$ cat config.mk
export PLATFORM = sky130hd
export DESIGN_NAME = result_uart_tx
export DESIGN_NICKNAME = d
export VERILOG_FILES = /design/src/rtl/result_uart_tx.sv
export SDC_FILE = /design/constraint.sdc
export NUM_CORES = 1
export LEC_CHECK = 0
export BUFFER_PORTS_ARGS = -buffer_cell sky130_fd_sc_hd__buf_2
export CAP_MARGIN = 20
export CORE_UTILIZATION = 62
export DETAILED_ROUTE_END_ITERATION = 6
export PLACE_DENSITY = 0.82
export SYNTH_ARGS = -nofsm -noshare
export SYNTH_HDL_FRONTEND = slang
export SYNTH_SLANG_ARGS = --single-unit
$ cat constraint.sdc
create_clock -name clk -period 5.5 [get_ports clk]
set_clock_uncertainty 0.05 [all_clocks]
set_input_delay 0.55 -clock clk [delete_from_list [all_inputs] [get_ports clk]]
set_output_delay 0.55 -clock clk [all_outputs]
set_load 0.005 [all_outputs]
$ cat src/rtl/result_uart_tx.sv
// UART transmitter that reports a BCD classification result as "<digit>\r\n".
// Each message is three 8N1/8N2 frames; tx, busy and done all come straight from flops.
module result_uart_tx #(
    parameter int unsigned CLKS_PER_BIT = 217,
    parameter int unsigned STOP_BITS    = 1
) (
    input  logic       clk,
    input  logic       rst,
    input  logic [3:0] answer,
    input  logic       answer_valid,
    output logic       tx,
    output logic       busy,
    output logic       done
);

    localparam int unsigned CNT_W = (CLKS_PER_BIT > 1) ? $clog2(CLKS_PER_BIT) : 1;
    localparam logic [CNT_W-1:0] BAUD_LAST = CNT_W'(CLKS_PER_BIT - 1);
    localparam logic             STOP_LAST = 1'(STOP_BITS - 1);

    localparam logic [2:0] S_IDLE  = 3'd0;
    localparam logic [2:0] S_START = 3'd1;
    localparam logic [2:0] S_DATA  = 3'd2;
    localparam logic [2:0] S_STOP  = 3'd3;
    localparam logic [2:0] S_NEXT  = 3'd4;

    logic [2:0]       state_q, state_d;
    logic [CNT_W-1:0] baud_q, baud_d;
    logic [2:0]       bit_idx_q, bit_idx_d;
    logic [1:0]       byte_idx_q, byte_idx_d;
    logic             stop_idx_q, stop_idx_d;
    logic [3:0]       ans_q, ans_d;
    logic             tx_q, tx_d;
    logic             busy_q, busy_d;
    logic             done_q, done_d;

    logic [7:0] cur_byte;
    logic [2:0] nxt_bit;
    logic       baud_end;

    // Byte currently being framed, selected by message position.
    always_comb begin
        cur_byte = 8'h0A;
        case (byte_idx_q)
            2'd0:    cur_byte = (ans_q <= 4'd9) ? (8'h30 + 8'(ans_q)) : 8'h3F;
            2'd1:    cur_byte = 8'h0D;
            default: cur_byte = 8'h0A;
        endcase
    end

    assign nxt_bit  = bit_idx_q + 3'd1;
    assign baud_end = (baud_q == BAUD_LAST);

    // Next-state and registered-output logic; tx_d is the level for the following cycle.
    always_comb begin
        state_d    = state_q;
        baud_d     = baud_q;
        bit_idx_d  = bit_idx_q;
        byte_idx_d = byte_idx_q;
        stop_idx_d = stop_idx_q;
        ans_d      = ans_q;
        tx_d       = tx_q;
        done_d     = 1'b0;

        case (state_q)
            S_IDLE: begin
                tx_d = 1'b1;
                if (answer_valid) begin
                    ans_d      = answer;
                    state_d    = S_START;
                    tx_d       = 1'b0;
                    baud_d     = '0;
                    byte_idx_d = 2'd0;
                end
            end
            S_START: begin
                if (baud_end) begin
                    baud_d    = '0;
                    state_d   = S_DATA;
                    bit_idx_d = 3'd0;
                    tx_d      = cur_byte[0];
                end else begin
                    baud_d = baud_q + CNT_W'(1);
                end
            end
            S_DATA: begin
                if (baud_end) begin
                    baud_d = '0;
                    if (bit_idx_q == 3'd7) begin
                        state_d    = S_STOP;
                        stop_idx_d = 1'b0;
                        tx_d       = 1'b1;
                    end else begin
                        bit_idx_d = nxt_bit;
                        tx_d      = cur_byte[nxt_bit];
                    end
                end else begin
                    baud_d = baud_q + CNT_W'(1);
                end
            end
            S_STOP: begin
                tx_d = 1'b1;
                if (baud_end) begin
                    baud_d = '0;
                    if (stop_idx_q == STOP_LAST) begin
                        state_d = S_NEXT;
                    end else begin
                        stop_idx_d = stop_idx_q + 1'b1;
                    end
                end else begin
                    baud_d = baud_q + CNT_W'(1);
                end
            end
            S_NEXT: begin
                if (byte_idx_q < 2'd2) begin
                    byte_idx_d = byte_idx_q + 2'd1;
                    state_d    = S_START;
                    tx_d       = 1'b0;
                    baud_d     = '0;
                end else begin
                    state_d = S_IDLE;
                    tx_d    = 1'b1;
                    done_d  = 1'b1;
                end
            end
            default: begin
                state_d = S_IDLE;
                tx_d    = 1'b1;
            end
        endcase

        busy_d = (state_d != S_IDLE);
    end

    // State and output registers.
    always_ff @(posedge clk) begin
        if (rst) begin
            state_q    <= S_IDLE;
            baud_q     <= '0;
            bit_idx_q  <= 3'd0;
            byte_idx_q <= 2'd0;
            stop_idx_q <= 1'b0;
            ans_q      <= 4'd0;
            tx_q       <= 1'b1;
            busy_q     <= 1'b0;
            done_q     <= 1'b0;
        end else begin
            state_q    <= state_d;
            baud_q     <= baud_d;
            bit_idx_q  <= bit_idx_d;
            byte_idx_q <= byte_idx_d;
            stop_idx_q <= stop_idx_d;
            ans_q      <= ans_d;
            tx_q       <= tx_d;
            busy_q     <= busy_d;
            done_q     <= done_d;
        end
    end

    assign tx   = tx_q;
    assign busy = busy_q;
    assign done = done_q;

endmodule

Yosys cells after proc, flatten, opt, wreduce, memory -nomap -nowiden
Index checks and enable logic that the tools add are counted.
- output and inout port bits: 3
- word-level logic and storage cells: 81
- bits in registers: 24
- bits of input ports: 7
- reductions and logical operators: 15
- add/subtract/negate cells: 5
- mux-type cells: 34
- bitwise gates (word level): 1
- magnitude comparators: 3
- equality and inequality tests: 14
- operator list (cell ; count):
    $mux 3 ; 9
    $mux 8 ; 3
    $pmux 8 s3 ; 1
    $pmux 3 s5 ; 1
    $ne 2x2->1 const B ; 7
    $pmux 7 s2 ; 1
    $mux 1 ; 11
    $add 8x1->8 const B ; 1
    $eq 8x8->1 const B ; 1
    $reduce_and 4->1 ; 2
    $add 6x4->7 const A ; 1
    $mux 7 ; 1
    $eq 3x2->1 const B ; 2
    $eq 3x3->1 const B ; 2
    $pmux 3 s2 ; 1
    $reduce_and 3->1 ; 2
    $reduce_bool 2->1 ; 3
    $reduce_bool 3->1 ; 2
    $le 4x4->1 const B ; 1
    $lt 3x4->1 const B ; 1
    $mux 2 ; 2
    $pmux 1 s4 ; 1
    $pmux 2 s2 ; 1
    $reduce_and 2->1 ; 2
    other kinds (13) ; 13

Longest topological paths before layout
- word-level depth: 8
- gate-level depth with buffers: 6
- gate-level depth less buffers: 6

Least setup slack after synthesis
Ideal clock, no wire load.
- path kind: register to register
- start: reg state_q[1]
- end: reg baud_q[7]
- path slack: 3.656 ns
- library setup time: 0.068 ns
- required time: 5.382 ns
- path buffers: 1
- clock period less this slack: 1.844 ns
- arrival time: 1.726 ns
- cell stages (with the launch flop): 6
- cells stage by stage: dfxtp_1 -> buf_6 -> o31a_4 -> or3_4 -> or4_4 -> a21oi_2
- cells in the longest elaborated chain, start to end: 4
- elaborated cells between the ends (all ways): 11
- those cells by class: 6 x eq/ne; 1 x mux; 4 x reduce/logical
- RTL lines (element ; RTL line ; RTL):
    start: declaration ; 26 ; logic [2:0] state_q, state_d;
    start signal: assignment ; 147 ; state_q <= state_d;
    $eq 3x2->1 / $eq 3x1->1 (equally long branches) ; 64 ; case (state_q)
    $reduce_or 3->1 (no line) ; - ;
    $reduce_bool 3->1 (no line) ; - ;
    $reduce_and 3->1 (no line) ; - ;
    end signal: assignment ; 148 ; baud_q <= baud_d;
    end: declaration ; 27 ; logic [CNT_W-1:0] baud_q, baud_d;
Parallel ways exist; a longest one is shown, timed or not.
A chain may end at the register's enable or synchronous reset.

Worst setup path after layout
- start: reg state_q[0]
- end: reg baud_q[7]
The elaborated chain is that of the path after synthesis.

==> impl_metrics.py <==
metrics = {
    "detailed_routing": {
        "viasPerCell": 5.98,
        "dr.pass1.iters": 5,
        "detail_route.wl_per_cell_um": 13.6,
        "first_iter_violations": 28,
        "route.final.wire_length_mm": 2.48,
        "ant_nets": 0,
        "routed-via-count": 1088,
        "drcViolationCount": 0,
    },
    "clock_tree": {
        "cts.reportedPaths.clkPinSlew_ps": 130,
        "clock_path_buffers": 2,
        "numCtsBuffers": 3,
        "clock_sink_count": 23,
        "number_of_gates_resized_after_cts": 0,
        "cts_tree": "done",
        "cts-htree-levels": 1,
        "clockRootBuffer": "sky130_fd_sc_hd__clkbuf_4",
        "cts_hold_repair.buffers": 0,
        "clkLatencyLatePin_ps": 310,
        "cts_post_setup_buffers_inserted": 0,
    },
    "timing": {
        "rsz0062_at_grt": "no",
        "relSlewSlack_pct": 48.2,
        "final-hold-violation-count": 0,
        "final-setup-viol-count": 0,
        "final-max-slew-violation-count": 0,
        "setup_ws_ps": 3480,
        "max_clock_freq_mhz": 495,
        "worst_slew_pin_slew_ps": 770,
        "period_share_pct": 36.7,
        "setup_tns_ps": 0,
        "final_period_minus_worst_setup_slack_ps": 2020,
    },
    "die": {
        "fp-row-count": 16,
        "die_w_um": 47.6,
        "initial_utilization_pct": 65.8,
        "chipHeight_um": 47.6,
        "dieArea_um2": 2270,
        "ioPinCount": 10,
        "coreArea_um2": 1960,
    },
    "synthesis": {
        "synthesis.instances": 148,
        "netlist.area_leader.share_pct": 35.7,
        "synth_area_leader_cell": "sky130_fd_sc_hd__dfxtp_1",
        "synth_seq_cells": 23,
        "yosys.cell_count.top_type": "sky130_fd_sc_hd__dfxtp_1",
        "synth_async_sr_flop_share_pct": 0,
        "syn_nets": 161,
        "synth.yosys.warnings": 0,
        "synth-main-ff-cell": "sky130_fd_sc_hd__dfxtp_1",
        "mappedNetlistArea_um2": 1290,
        "synth_area_leaders": "sky130_fd_sc_hd__dfxtp_1, sky130_fd_sc_hd__ha_1, sky130_fd_sc_hd__nor2_1, sky130_fd_sc_hd__mux2i_1, sky130_fd_sc_hd__xnor2_1",
        "netlist_top_cells_count": "sky130_fd_sc_hd__dfxtp_1, sky130_fd_sc_hd__nor2_1, sky130_fd_sc_hd__a21oi_1, sky130_fd_sc_hd__nand2_1",
        "post_synth_num_cell_types": 48,
        "synth_sequential_area_ratio_pct": 35.7,
        "post_synth.cell_area_avg_um2": 8.72,
        "synth_enable_flop_cells": 0,
    },
    "grt": {
        "grt_use_total_pct": 24.1,
        "number_of_antenna_violations_at_the_first_check_in_global_routing": 0,
        "grt_max_degree": 19,
        "overflow": 0,
        "grt_pass1_wl_mm": 3.85,
        "grt_pass1_vias": 948,
    },
    "critical_path": {
        "worst_setup_path_start_kind": "flop",
        "regToRegSetupSlack_ps": 3480,
        "crit_path_max_fanout": 13,
        "timing_worst_setup_path_type": "reg2reg",
        "crit_path_cell_trace": "o31a_4, or3_4, or4_4, a21oi_2",
        "critical_path_max_stage_delay_ps": 490,
        "crit_arrival_ps": 2210,
        "cpMaxStageDelayCell": "sky130_fd_sc_hd__or4_4",
        "worst_ep_required_time_ps": 5690,
        "endpoint_type_of_the_worst_setup_path": "flop",
    },
    "status": {
        "outcome": "completed",
    },
    "placement": {
        "dp_hpwl_mm": 1.82,
        "gp_routability_congestion": 0.793,
        "port_buffers": 9,
        "post-place-ws_ps": 3430,
    },
    "power_and_ir_drop": {
        "p_total_mw": 0.283,
        "powerDensity_nw_per_um2": 207,
        "static-leakage-power_nw": 0.505,
        "ir_drop_mv": 0.172,
    },
    "job": {
        "max_cap_violations": 0,
    },
    "hold_path": {
        "min-delay-path-class": "in2reg",
    },
    "final_layout": {
        "antenna_cells_inserted": 0,
        "design.final.nets": 169,
        "flow.area_growth_from_synthesis_pct": 5.81,
        "share_of_final_layout_standard_cells_stronger_than_drive_strength_1_pct": 13.5,
    },
}
[through the flow]
| stage | utilization [%] | instance area [µm²] | cells | hold WS, ps |
|---|---|---|---|---|
| 4_1_cts | 69.6 | 1370 | 182 | 415 |
| 5_1_grt | 69.6 | 1370 | 182 | 420 |
| 6_report | 69.6 | 1370 | 182 | 418 |
| 3_5_place_dp | 68.2 | 1340 | 178 | 410 |
| 2_1_floorplan | - | 1290 | 148 | 386 |
| 3_3_place_gp | 68.2 | 1340 | 178 | 396 |
[final cells by class]
type	count	area (µm²)
clock buffers	3	22.5
clock inverters	1	5.00
fillers	171	596
inverters	6	22.5
multi-input cells	113	777
flip-flops and latches	23	460
well taps	27	33.8
repair buffers	9	45.0
[worst max-delay path: cells and delay by family (launching register included)]
family	cells	cell delay (ps)
and+or+nand+nor	2	900
AOI/OAI and AO/OA	2	550
DFF	1	460
[logic make-up after synthesis]
kind of cell,Yosys count,share of synthesized area [%]
AOI/OAI and AO/OA,31,17.2
muxes,6,4.65
DFF,23,35.7
adders and majority gates,6,5.81
xor gates and xnor gates,7,4.75
and+or+nand+nor,63,27.8
buffers and inverters,12,4.17
[sequential cells by signal (all words and copies together) (netlist names)]
register,count
ans_q,4
baud_q,8
bit_idx_q,3
busy,1
byte_idx_q,2
done,1
state_q,3
tx,1
[final timing paths]
check                                          startpoint                         to  depth (start not counted)
worst max register to register      state_q[0]$_SDFF_PP0_     baud_q[7]$_SDFFE_PP0P_                          4
worst min register to register  bit_idx_q[1]$_SDFFE_PP0P_  bit_idx_q[1]$_SDFFE_PP0P_                          2
worst min-delay path                            answer[3]      ans_q[3]$_SDFFE_PP0P_                          3
worst max-delay path                state_q[0]$_SDFF_PP0_     baud_q[7]$_SDFFE_PP0P_                          4
[routing by layer]
| layer | wire (µm) | global-route usage (%) | up-vias |
|---|---|---|---|
| met5 | 0 | 0 | - |
| li1 | - | - | 553 |
| met1 | 1120 | 27.0 | 511 |
| met4 | 31 | 11.1 | 0 |
| met3 | 56 | 4.15 | 4 |
| met2 | 1260 | 44.1 | 20 |
[cell usage in the layout (no fill, tap or decap), drive strengths merged, types with 2 or more instances in the layout]
cell	instances
nor4	3
or4	2
or3	2
o21bai	2
o21ai	5
a31oi	2
or2	2
nor3	2
a2bb2oi	2
inv	6
nor4b	3
ha	6
nand3	6
and2b	2
xnor2	6
a21oi	8
dfxtp	23
nor3b	3
clkbuf	3
nand2	7
nand2b	3
a211oi	2
mux2i	6
buf	9
o221ai	2
nor2	20
[power breakdown]
group | internal [mW] | total, mW | leakage [nW] | switching, mW
logic | 0.0127 | 0.0289 | 0.300 | 0.0162
clock network | 0.0271 | 0.0763 | 0.0177 | 0.0492
registers | 0.171 | 0.177 | 0.187 | 0.00590
(Power assumes the default switching activity.)
